===== src/rtl/cgra_sram_arbiter.sv =====
// Round-robin arbiter sharing one single-port CGRA SRAM bank, with idle-driven retention sequencing.
// Optional macro CGRA_SRAM_ARB_PRIO0_EN gives requester 0 fixed absolute priority over the others.
module cgra_sram_arbiter #(
   parameter int NumReq     = 2,
   parameter int AddrWidth  = 10,
   parameter int IdleCycles = 64,
   parameter int WakeCycles = 2
) (
   input  logic                        clk_i,
   input  logic                        rst_i,
   input  logic [NumReq-1:0]           req_i,
   input  logic [NumReq-1:0]           we_i,
   input  logic [NumReq*AddrWidth-1:0] addr_i,
   input  logic [NumReq*32-1:0]        wdata_i,
   input  logic [NumReq*4-1:0]         be_i,
   output logic [NumReq-1:0]           gnt_o,
   output logic [NumReq-1:0]           rvalid_o,
   output logic [31:0]                 rdata_o,
   output logic                        sram_req_o,
   output logic                        sram_we_o,
   output logic [AddrWidth-1:0]        sram_addr_o,
   output logic [31:0]                 sram_wdata_o,
   output logic [3:0]                  sram_be_o,
   output logic                        sram_retentive_o,
   input  logic [31:0]                 sram_rdata_i
);

   localparam int PtrW  = $clog2(NumReq);
   localparam int CandW = PtrW + 1;
   localparam int IdleW = (IdleCycles > 0) ? $clog2(IdleCycles + 1) : 1;
   localparam int WakeW = (WakeCycles > 1) ? $clog2(WakeCycles) : 1;

   typedef enum logic [1:0] {ST_ACTIVE, ST_RET, ST_WAKE} state_t;

   state_t              state_reg, state_next;
   logic [PtrW-1:0]     ptr_reg, ptr_next;
   logic [IdleW-1:0]    idle_reg, idle_next;
   logic [WakeW-1:0]    wake_reg, wake_next;
   logic [NumReq-1:0]   rvalid_reg;
   logic                rd_pend_reg;
   logic [31:0]         rdata_hold_reg;
   logic                we_last_reg;
   logic [AddrWidth-1:0] addr_last_reg;
   logic [31:0]         wdata_last_reg;
   logic [3:0]          be_last_reg;

   logic [AddrWidth-1:0] addr_arr  [NumReq];
   logic [31:0]          wdata_arr [NumReq];
   logic [3:0]           be_arr    [NumReq];

   logic [NumReq-1:0]   elig;
   logic [NumReq-1:0]   gnt;
   logic [CandW-1:0]    cand;
   logic [PtrW-1:0]     pick_idx;
   logic                pick_any;
   logic                prio_hit;
   logic                fire;
   logic                any_req;

   genvar gi;
   generate
      for (gi = 0; gi < NumReq; gi++) begin : g_unpack
         assign addr_arr[gi]  = addr_i[gi*AddrWidth +: AddrWidth];
         assign wdata_arr[gi] = wdata_i[gi*32 +: 32];
         assign be_arr[gi]    = be_i[gi*4 +: 4];
      end
   endgenerate

   assign any_req = |req_i;

   // Search from the pointer upward with wrap; descending loop lets the nearest candidate win.
   always_comb begin
      elig     = req_i;
      prio_hit = 1'b0;
`ifdef CGRA_SRAM_ARB_PRIO0_EN
      elig[0]  = 1'b0;
      prio_hit = req_i[0];
`endif
      cand     = '0;
      pick_any = 1'b0;
      pick_idx = '0;
      for (int i = NumReq - 1; i >= 0; i--) begin
         cand = {1'b0, ptr_reg} + CandW'(i);
         if (cand >= CandW'(NumReq)) cand = cand - CandW'(NumReq);
         if (elig[cand[PtrW-1:0]]) begin
            pick_any = 1'b1;
            pick_idx = cand[PtrW-1:0];
         end
      end
      if (prio_hit) begin
         pick_any = 1'b1;
         pick_idx = '0;
      end
      fire = pick_any && (state_reg == ST_ACTIVE) && !rst_i;
      gnt  = '0;
      if (fire) gnt[pick_idx] = 1'b1;
      ptr_next = ptr_reg;
      if (fire && !prio_hit)
         ptr_next = (pick_idx == PtrW'(NumReq - 1)) ? '0 : pick_idx + PtrW'(1);
   end

   always_comb begin
      state_next = state_reg;
      idle_next  = idle_reg;
      wake_next  = wake_reg;
      case (state_reg)
         ST_ACTIVE: begin
            if (any_req)
               idle_next = '0;
            else if (idle_reg != IdleW'(IdleCycles))
               idle_next = idle_reg + IdleW'(1);
            if ((IdleCycles != 0) && !any_req && (idle_reg == IdleW'(IdleCycles)))
               state_next = ST_RET;
         end
         ST_RET: begin
            idle_next = '0;
            if (any_req) begin
               state_next = ST_WAKE;
               wake_next  = WakeW'(WakeCycles - 1);
            end
         end
         ST_WAKE: begin
            idle_next = '0;
            if (wake_reg == '0)
               state_next = ST_ACTIVE;
            else
               wake_next = wake_reg - WakeW'(1);
         end
         default: state_next = ST_ACTIVE;
      endcase
   end

   always_ff @(posedge clk_i or posedge rst_i) begin
      if (rst_i) begin
         state_reg      <= ST_ACTIVE;
         ptr_reg        <= '0;
         idle_reg       <= '0;
         wake_reg       <= '0;
         rvalid_reg     <= '0;
         rd_pend_reg    <= 1'b0;
         rdata_hold_reg <= '0;
         we_last_reg    <= 1'b0;
         addr_last_reg  <= '0;
         wdata_last_reg <= '0;
         be_last_reg    <= '0;
      end else begin
         state_reg   <= state_next;
         ptr_reg     <= ptr_next;
         idle_reg    <= idle_next;
         wake_reg    <= wake_next;
         rvalid_reg  <= gnt;
         rd_pend_reg <= fire && !we_i[pick_idx];
         if (rd_pend_reg) rdata_hold_reg <= sram_rdata_i;
         if (fire) begin
            we_last_reg    <= we_i[pick_idx];
            addr_last_reg  <= addr_arr[pick_idx];
            wdata_last_reg <= wdata_arr[pick_idx];
            be_last_reg    <= be_arr[pick_idx];
         end
      end
   end

   // Read data arrives from the bank in the rvalid cycle, so it is passed through and then held.
   assign rdata_o          = rd_pend_reg ? sram_rdata_i : rdata_hold_reg;
   assign gnt_o            = gnt;
   assign rvalid_o         = rvalid_reg;
   assign sram_req_o       = fire;
   assign sram_we_o        = fire ? we_i[pick_idx]      : we_last_reg;
   assign sram_addr_o      = fire ? addr_arr[pick_idx]  : addr_last_reg;
   assign sram_wdata_o     = fire ? wdata_arr[pick_idx] : wdata_last_reg;
   assign sram_be_o        = fire ? be_arr[pick_idx]    : be_last_reg;
   assign sram_retentive_o = (state_reg == ST_RET);

endmodule


===== config.mk =====
export PLATFORM = sky130hd
export DESIGN_NAME = cgra_sram_arbiter
export DESIGN_NICKNAME = d
export VERILOG_FILES = /design/src/rtl/cgra_sram_arbiter.sv
export SDC_FILE = /design/constraint.sdc
export NUM_CORES = 1
export LEC_CHECK = 0
export BUFFER_PORTS_ARGS = -buffer_cell sky130_fd_sc_hd__buf_2
export CORE_ASPECT_RATIO = 1.1
export CORE_UTILIZATION = 46
export CTS_BUF_LIST = sky130_fd_sc_hd__clkbuf_8
export CTS_CLUSTER_DIAMETER = 100
export DETAILED_ROUTE_END_ITERATION = 8
export GPL_TIMING_DRIVEN = 1
export PLACE_DENSITY = 0.82
export SYNTH_ARGS = -nofsm -noshare
export SYNTH_HDL_FRONTEND = slang
export SYNTH_SLANG_ARGS = --single-unit

===== constraint.sdc =====
create_clock -name clk_i -period 3.3 [get_ports clk_i]
set_clock_uncertainty 0.2 [all_clocks]
set_input_delay 0.33 -clock clk_i [delete_from_list [all_inputs] [get_ports clk_i]]
set_output_delay 0.33 -clock clk_i [all_outputs]
set_load 0.005 [all_outputs]

==> summary.md <==
| Metric | Value |
|---|---|
| Total gr overflow | `0` |
| FF-to-FF path depth | `7` |
| R2r startpoint | `state_reg[0]` |
| DP Wirelength | `7593 um` |
| Clock buffer depth | `2` |
| Max IR drop VDD | `296.4 uV` |
| Xor/xnor cell area share of the yosys netlist | `0` |
| Slew Limit Headroom | `0.4649` |
| Met3 Use GR | `0.05227` |
| Met1 usage | `0.2719` |
| Max Clk Rate | `332.2 MHz` |
| Worst-margin pin slew | `802.7 ps` |
| Final hold vios | `0` |
| Simple-Gate Fraction of Synth Area | `0.1141` |
| Number of port buffers | `214` |
| Most used routing layer | `met2` |
| Compound-cell area share of the yosys netlist | `0.1511` |
| Root Buffer | `clkbuf_8` |
| Synth warnings | `0` |
| Starting Density | `0.4761` |
| Data arrival, critical path | `2480 ps` |
| Die Y | `100.1 um` |
| Seq/Total Area, Yosys | `0.5784` |
| Final setup vio count | `0` |
| Vias | `3,345` |
| Required time worst endpoint | `2770 ps` |
| Lkg Pwr | `2.751 nW` |
| Final GP Congestion | `0.7573` |
| Reg2Reg Setup Slack | `980 ps` |
| CTS sink cnt | `93` |
| CP max stage cell | `dfrtp_1` |
| Tot Pwr | `2.855 mW` |
| TritonRoute pass-1 iters | `4` |
| # fillers | `668` |
| Non-Filler Instances | `631` |
| Tcrit/Tclk final | `0.9121` |
| Critical-path cell list | `inv_1 > ha_1 > nand2b_1 > nor2_4 > buf_6 > nor2b_1 > a221o_1 > buf_2` |
| Largest stage delay, worst path | `420 ps` |
| Hold EP | `wdata_last_reg[1]` |
| Post-synth EDFFs | `0` |
| Status | `completed` |
| Synthesized instance count | `303` |
| CP endpoint kind | `output pin` |
| Reg2reg end | `wdata_last_reg[12]` |
| Worst-path maximum fanout | `43` |
| Clk pin slew, worst setup/hold paths | `100 ps` |
| Synth Register Bits | `93` |
| Layout cells sized above 1 | `0.5385` |
| Most common cell in the netlist | `dfrtp_1` |
| Largest net degree at the start of global routing | `49` |
| IO Pins | `215` |
| Vias in the first global route | `3,357` |
| WS Path Type | `reg2out` |
| Dominant synthesized flop cell | `dfrtp_1` |
| Cells after DPL | `613` |
| Tmin final | `3010 ps` |
| Clock latency on the worst-skew pair | `350 ps` |
| Met2 usage | `0.3951` |
| H-tree Lvls | `3` |
| Mux contribution to synthesized area | `0.09764` |
| Mapped Nets | `440` |
| Die area | `9126 um2` |
| Final ANT Viol Nets | `0` |
| Final instance area | `5433 um2` |
| Max cap viols | `0` |
| PwrDens | `525.4 nW/um2` |
| Drt drc | `0` |
| Hold path cells | `2` |
| Buffer and inverter count on the worst path | `3` |
| Final max-slew violation count | `0` |
| Final Util | `0.6428` |
| Hold Crit Class | `in2reg` |
| Area Overhead vs Synth | `35.01%` |
| Area post-placement | `5213 um2` |
| Dominant cells by area after synthesis | `dfrtp_1 58%, a221o_1 11%, mux2_2 9.5%` |
| Routed WL per cell | `16.11 um` |
| Synthesized area | `4024 um2` |
| Unrepaired setup endpoints after global routing | `false` |
| Worst hold start | `wdata_i[33]` |
| Final nets | `652` |
| Async set-reset flop share out of synthesis | `1.000` |
| Initial antenna violation count | `0` |
| DIE WIDTH | `91.18 um` |
| Row cnt | `35` |
| N_diodes | `0` |
| Post-synth top area share | `0.5784` |
| First-pass GRT wire length | `15,890 um` |
| CTS tree | `done` |
| Crit path launch type | `register` |
| Post-synth top area cell | `dfrtp_1` |
| Post-Synth Adder-Cell Area | `0.02177` |
| Largest delay contributor family on the critical path | `buffers and inverters` |
| Commonest cells in the netlist | `93 x dfrtp_1, 46 x a221o_1, 46 x nor2b_1` |
| Largest family of logic cells by synthesized area | `compound AO/OA/AOI/OAI gates` |
| Num CTS Buffers | `9` |
| Via density | `5.301` |
| Total negative slack | `0 ps` |
| DRT iter0 DRCs | `135` |
| Core footprint | `8452 um2` |
| Routed wire length | `10,170 um` |
| Total track usage | `0.2226` |
| Unique cell type count in the Yosys netlist | `35` |
| Syn Area/Cell | `13.28 um2` |
[area by class of cell]
type / instances / area, um2 / area share
Tap cell: 111 / 138.9 / 0.02556
Clock buffer: 9 / 123.9 / 0.02280
Multi-Input combinational cell: 180 / 1563 / 0.2877
Inverter: 10 / 38.79 / 0.007140
Timing Repair Buffer: 221 / 1170 / 0.2153
Sequential cell: 93 / 2327 / 0.4284
Clock inverter: 7 / 71.32 / 0.01313
[repair_timing]
| action | CTS | global route |
|---|---|---|
| setup endpoints to repair | 0 | 27 |
| setup buffers | 0 | 0 |
| endpoints found under the hold margin | 45 | 1 |
| hold buffers | 1 | 1 |
| gates resized for setup | 0 | 2 |
[through the flow]
step,setup slack (ps),hold slack [ps]
after CTS,147.3,0.9485
after global routing,85.02,0.06645
after global placement,673.0,265.8
after floorplan,349.7,245.9
after detailed placement,557.0,284.4
final,290.0,14.57
[routing by layer]
| layer | up-vias | wire, um | share of wire |
|---|---|---|---|
| li1 | 1539 | - | - |
| met1 | 1651 | 4162 | 0.41 |
| met2 | 143 | 5304 | 0.52 |
| met3 | 12 | 601 | 0.059 |
| met4 | 0 | 97 | 0.0095 |
| met5 | - | 0 | 0 |
[kinds of logic after synthesis]
group | Yosys count
AOI/OAI and AO/OA | 65
muxes | 35
adders and majority gates | 7
buffers and inverters | 30
DFF | 93
and+or+nand+nor | 73
[placed cells by master (no fill, tap or decap), drive strengths merged, types with 2 or more instances in the layout]
cell type,instances
a221o,46
and3,2
nor2b,46
nand2b,4
mux2,34
nor2,4
a31oi,6
clkbuf,9
nand3,4
o21ai,3
a21oi,3
a41oi,3
dfrtp,93
clkinv,4
ha,7
inv,12
buf,219
nand2,7
dlygate4sd3,2
[power by group]
part	internal, mW	switching (mW)	total [mW]
Sequential	1.33	0.0594	1.39
Combinational	0.388	0.320	0.708
Clock	0.355	0.406	0.761
Total	2.07	0.786	2.85
[worst max-delay path by stage]
stage / startpoint / cells past startpoint / endpoint / slack (ps)
floorplan: rst_i / 1 / addr_last_reg[0] / 350
global placement: state_reg[0] / 8 / sram_wdata_o[25] / 670
CTS: state_reg[0] / 8 / sram_wdata_o[19] / 150
finish: state_reg[0] / 8 / sram_wdata_o[12] / 290
global route: state_reg[0] / 8 / sram_wdata_o[24] / 90
detailed placement: state_reg[0] / 8 / sram_addr_o[7] / 560
Power figures use the tool's default switching activity.
